<file path="src/rtl/cia_bus_pkg.sv">
// Shared constants and state type for the CIA-style register bus slave.
// Imported by the responder and its E-clock helpers.
package cia_bus_pkg;

  localparam int CIA_ADDR_W = 4;

  typedef enum logic [2:0] {
    IDLE     = 3'd0,
    RD_FETCH = 3'd1,
    RD_DRIVE = 3'd2,
    WR_WAIT  = 3'd3,
    HOLD     = 3'd4
  } cia_state_e;

  localparam logic [CIA_ADDR_W-1:0] REG_CTRL   = 4'h0;
  localparam logic [CIA_ADDR_W-1:0] REG_STATUS = 4'h1;
  localparam logic [CIA_ADDR_W-1:0] REG_DATA   = 4'h2;
  localparam logic [CIA_ADDR_W-1:0] REG_CMD    = 4'h3;

endpackage

</file>
<file path="src/rtl/e_edge_detect.sv">
// Rise/fall detector for a synchronized E clock.
// A rise only counts once E has been seen low since reset.
module e_edge_detect (
  input  logic clk,
  input  logic rst,
  input  logic e_i,
  output logic e_rise_o,
  output logic e_fall_o
);

  logic e_d_q;
  logic armed_q;

  always_ff @(posedge clk or posedge rst) begin
    if (rst) begin
      e_d_q   <= 1'b0;
      armed_q <= 1'b0;
    end else begin
      e_d_q   <= e_i;
      armed_q <= armed_q | ~e_i;
    end
  end

  assign e_rise_o = e_i & ~e_d_q & armed_q;
  assign e_fall_o = ~e_i & e_d_q;

endmodule

</file>
<file path="src/rtl/cia_bus_responder.sv">
// 6520/8520-style slave cycle on the synchronized CIA bus:
// register strobes, read data drive and post-E hold.
module cia_bus_responder
  import cia_bus_pkg::*;
#(
  parameter int HOLD_CYCLES = 2,
  parameter int ADDR_W      = CIA_ADDR_W
) (
  input  logic              clk,
  input  logic              rst,
  input  logic              e,
  input  logic              _cs,
  input  logic              reg_decode,
  input  logic              rw,
  input  logic [ADDR_W-1:0] addr,
  input  logic [7:0]        data_in,
  input  logic [7:0]        reg_rdata,
  output logic [ADDR_W-1:0] reg_addr,
  output logic              reg_rd,
  output logic              reg_wr,
  output logic [7:0]        reg_wdata,
  output logic [7:0]        data_out,
  output logic              data_oe,
  output logic              busy
);

  localparam logic [3:0] HOLD_LD = 4'(HOLD_CYCLES - 1);

  cia_state_e        state_q, state_d;
  logic [ADDR_W-1:0] addr_q, addr_d;
  logic [7:0]        wdata_q, wdata_d;
  logic [7:0]        dout_q, dout_d;
  logic              oe_q, oe_d;
  logic [3:0]        cnt_q, cnt_d;
  logic              e_rise, e_fall;
  logic              sel;
  logic              rd, wr;

  e_edge_detect u_edge (
    .clk      (clk),
    .rst      (rst),
    .e_i      (e),
    .e_rise_o (e_rise),
    .e_fall_o (e_fall)
  );

  assign sel = ~_cs & reg_decode;

  always_ff @(posedge clk or posedge rst) begin
    if (rst) begin
      state_q <= IDLE;
      addr_q  <= '0;
      wdata_q <= '0;
      dout_q  <= '0;
      oe_q    <= 1'b0;
      cnt_q   <= '0;
    end else begin
      state_q <= state_d;
      addr_q  <= addr_d;
      wdata_q <= wdata_d;
      dout_q  <= dout_d;
      oe_q    <= oe_d;
      cnt_q   <= cnt_d;
    end
  end

  always_comb begin
    state_d = state_q;
    addr_d  = addr_q;
    wdata_d = wdata_q;
    dout_d  = dout_q;
    oe_d    = oe_q;
    cnt_d   = cnt_q;
    rd      = 1'b0;
    wr      = 1'b0;
    unique case (state_q)
      IDLE: begin
        oe_d = 1'b0;
        if (e_rise && sel) begin
          addr_d = addr;
          if (rw) begin
            rd      = 1'b1;
            state_d = RD_FETCH;
          end else begin
            state_d = WR_WAIT;
          end
        end
      end
      RD_FETCH: begin
        dout_d  = reg_rdata;
        oe_d    = 1'b1;
        state_d = RD_DRIVE;
      end
      RD_DRIVE: begin
        // Level test so a very short E-high phase still ends the cycle.
        if (!e) begin
          cnt_d   = HOLD_LD;
          state_d = HOLD;
        end else if (!sel) begin
          oe_d    = 1'b0;
          state_d = IDLE;
        end
      end
      WR_WAIT: begin
        if (e_fall) begin
          if (sel) begin
            wr      = 1'b1;
            wdata_d = data_in;
            cnt_d   = HOLD_LD;
            state_d = HOLD;
          end else begin
            state_d = IDLE;
          end
        end else if (!sel) begin
          state_d = IDLE;
        end
      end
      HOLD: begin
        if (cnt_q == 4'd0) begin
          oe_d    = 1'b0;
          state_d = IDLE;
        end else begin
          cnt_d = cnt_q - 4'd1;
        end
      end
      default: begin
        oe_d    = 1'b0;
        state_d = IDLE;
      end
    endcase
  end

  // Strobe cycles present the live address/data so the register
  // file sees them alongside the strobe itself.
  assign reg_addr  = rd ? addr : addr_q;
  assign reg_wdata = wr ? data_in : wdata_q;
  assign reg_rd    = rd;
  assign reg_wr    = wr;
  assign data_out  = dout_q;
  assign data_oe   = oe_q;
  assign busy      = (state_q != IDLE);

endmodule

</file>
<file path="config.mk">
export PLATFORM = sky130hd
export DESIGN_NAME = cia_bus_responder
export DESIGN_NICKNAME = d
export VERILOG_FILES = /design/src/rtl/cia_bus_pkg.sv /design/src/rtl/e_edge_detect.sv /design/src/rtl/cia_bus_responder.sv
export SDC_FILE = /design/constraint.sdc
export NUM_CORES = 1
export LEC_CHECK = 0
export CORE_MARGIN = 2
export CORE_UTILIZATION = 45
export CTS_CLUSTER_DIAMETER = 80
export DETAILED_ROUTE_END_ITERATION = 8
export HOLD_SLACK_MARGIN = 0.03
export PLACE_DENSITY_LB_ADDON = 0.08
export SYNTH_ARGS = -nofsm -noshare
export SYNTH_HDL_FRONTEND = slang
export SYNTH_HIERARCHICAL = 1
export SYNTH_SLANG_ARGS = --single-unit
</file>
<file path="constraint.sdc">
create_clock -name clk -period 3.7 [get_ports clk]
set_input_delay 0.925 -clock clk [delete_from_list [all_inputs] [get_ports clk]]
set_output_delay 0.925 -clock clk [all_outputs]
set_load 0.02 [all_outputs]
</file>
==> metrics.cfg <==
[run_status]
status=complete, no violations

[critical_path]
cp_common_cell=clkdlybuf4s50_1
criticalPathCategory=primary input to primary output
cp-end-kind=primary output
path_buf_inv=3
path_max_fanout=9
crit_family=buffers and inverters
setup.worst_path.start_class=primary input
cp.arrival_ns=2.66
cp_slowest_cell=clkdlybuf4s50_1
cp_slowest_stage_delay_ns=0.61
path_cells=clkdlybuf4s50_1, nor2b_2, and4b_1, nor2b_1, buf_4, clkdlybuf4s50_1
crit_required_ns=2.77

[detailed_routing]
vias=1020
dr.pass1.iters=3
drt_iter0_drc=20
drc=0
routed_wl_mm=2.87
wl_per_cell_um=14.2
ant_nets=0
avgViaCountPerCell=5.05

[layout]
n_antenna_cell=0
multi_input_area_um2=577
fin_nets=195
seqCellArea_um2=751
final_util_pct=66.4
nFillCells=250
drive_above_1_share_pct=31.4
finalInstanceArea_mm2=0.00198
areaGrowthSynthToFinish_pct=44.2

[die]
dieArea_mm2=0.00350
core_mm2=0.00298
die-width_um=59.2
ios=50
start_util_pct=46.1
rows=20
die_y_um=59.2

[logic_synthesis]
synth_area_per_cell_um2=12.8
synthFlopType=dfrtp_1
yosys.area.top_type_share_pct=54.7
ys_ff_latch=30
yosys-top-cells-count=dfrtp_1 (30), mux2_2 (21), inv_1 (8), nor2_1 (7)
seq_area_frac_synth_pct=54.7
synth_cells=107
synth_cell_types=29
postSynthNetCount=134
synth_enable_flop_cells=0
netlist_area_mm2=0.00137
async_reset_ff_share_pct=100
yosysMostFrequentCell=dfrtp_1
yosys_warnings=6
netlist_top_cells_area=dfrtp_1 (55%), mux2_2 (17%), mux2_4 (4.4%), inv_1 (2.2%), nor2_1 (1.9%)
yosysTopAreaCell=dfrtp_1

[cts]
cts_root_buf=clkbuf_4
clock_sinks=30
cts_buffers=5
cts_tree=done
cts_buffer_depth=2
htree_levels=2
clk_latency_ns=0.33
clk_pin_slew_ns=0.09

[power_and_ir_drop]
p_total_uw=1220
p_leak_uw=0.000992
peakVddDrop_v=0.000450
powerDensity_mw_per_mm2=619

[timing]
skew_ns=0.00310
finalHoldViolations=0
drv_slew=0
slew_headroom_pct=28.3
setup_viol=0
layout_min_cycle_time_ns=3.59
worst_slew_pin_slew_ns=1.07
max_freq_mhz=279
period_share_pct=96.9
setup_tns_ns=0

[hold_path]
hold_class=flip-flop to flip-flop

[global_routing]
grt_pass1_vias=1157
use_met1_pct=21.5
use_met2_pct=31.9
use_met3_pct=8.73
top_usage_layer=met2
antenna_found_initial=0
grt_max_degree=29
overflow=0
grt_usage_pct=19.2
grt_pass1_wl_mm=4.90

[placement]
place_area_mm2=0.00193
port_buffers=49
hpwlAfterDp_mm=2.21
gp_congestion=0.823

[flow_run]
maxCapViolCount=0

## worst register-to-register path, stage by stage, from the launching register on
cell	delay [ns]
dfrtp_1	0.49
or3_4	0.43
nor3_4	0.25
buf_4	0.18
mux2_2	0.33
## cell usage in the layout (no fill, tap or decap)
| cell type | synthesis | final |
|---|---|---|
| nor3b_1 | 1 | 1 |
| bufinv_16 | 0 | 1 |
| buf_4 | 0 | 7 |
| nor2b_2 | 0 | 1 |
| clkdlybuf4s50_1 | 0 | 36 |
| nor3_4 | 1 | 1 |
| nor3_1 | 1 | 1 |
| clkinv_2 | 0 | 2 |
| nand3_1 | 3 | 3 |
| o21ai_0 | 4 | 4 |
| mux2_2 | 21 | 21 |
| dfrtp_1 | 30 | 30 |
| dlygate4sd2_1 | 0 | 4 |
| a21o_1 | 1 | 1 |
| inv_1 | 8 | 8 |
| a2bb2oi_1 | 2 | 2 |
| nor3_2 | 1 | 1 |
| ha_1 | 1 | 1 |
| nand2_1 | 4 | 4 |
| mux2_4 | 4 | 4 |
| clkbuf_2 | 0 | 8 |
| and3_1 | 1 | 1 |
| and4b_1 | 1 | 1 |
| and3b_1 | 1 | 1 |
| dlymetal6s2s_1 | 0 | 1 |
| a32oi_1 | 1 | 1 |
| or2b_1 | 1 | 1 |
| nand4_1 | 1 | 1 |
| mux2i_1 | 1 | 1 |
| clkbuf_4 | 0 | 5 |
| nor2_1 | 7 | 7 |
| nand2b_1 | 3 | 3 |
| or3_4 | 1 | 1 |
| o21bai_1 | 1 | 1 |
| nor2b_1 | 3 | 2 |
| nand2_4 | 1 | 1 |
## state kept, by name, summed over array words and instances (netlist names)
name	count
wdata_q	8
data_oe	1
addr_q	4
cnt_q	4
u_edge/armed_q	1
u_edge/e_d_q	1
data_out	8
state_q	3
## area by class of cell
cell class | count | share of cell area (%)
Sequential cell | 30 | 38.0
Multi-Input combinational cell | 67 | 29.2
Timing Repair Buffer | 56 | 25.3
Tap cell | 33 | 2.09
Clock inverter | 3 | 2.03
Clock buffer | 5 | 1.90
Inverter | 8 | 1.52
## layer usage
layer	wire length [um]	vias up	share of wire (%)
met5	0	-	0
met4	45	0	1.6
li1	-	493	-
met1	1110	488	39
met3	245	5	8.5
met2	1460	34	51
## logic make-up (layout without fill, tap and decap cells)
family	Yosys count	count (layout)	synth area share [%]
AND/OR/NAND/NOR	31	31	14.1
flip-flops	30	30	54.7
multiplexers	26	26	22.4
buffers and inverters	10	72	3.38
AO/OA/AOI/OAI	9	9	4.47
adder cells (fa/ha/maj)	1	1	0.912
## through the flow
step / worst slack (ns) / hold slack, ns / std cells
global placement: -0.221 / 0.447 / 193
CTS: 0.00668 / 0.482 / 201
detailed placement: -0.249 / 0.455 / 193
finish: 0.114 / 0.469 / 202
global route: -0.0175 / 0.518 / 202
floorplan: 0.725 / 0.427 / 107
## final timing paths
| kind | start | end | slack, ns | depth (start not counted) |
|---|---|---|---|---|
| setup / recovery | e | reg_wr | 0.11 | 6 |
| hold / removal | u_edge/armed_q$_DFF_PP0_ | u_edge/armed_q$_DFF_PP0_ | 0.47 | 1 |
| setup reg to reg | state_q[1]$_DFFE_PP0P_ | addr_q[2]$_DFFE_PP0P_ | 1.92 | 4 |
| hold reg to reg | u_edge/armed_q$_DFF_PP0_ | u_edge/armed_q$_DFF_PP0_ | 0.47 | 1 |
| max in group asynchronous | rst | addr_q[1]$_DFFE_PP0P_ | 1.87 | 2 |
| min in group asynchronous | rst | u_edge/armed_q$_DFF_PP0_ | 0.75 | 2 |
## power breakdown
part	switching [uW]	internal (uW)	leakage (uW)
Sequential	60.6	422	0.000383
Combinational	223	266	0.000565
Clock	113	140	0.0000450
## timing repair
item,4_1_cts,5_1_grt
endpoints found under the setup margin,12,14
buffers inserted,0,1
cloned,0,0
pin swaps,0,1
hold buffers,0,0
gates resized for setup,14,16
No activity file was read; power rests on OpenSTA's default activity.
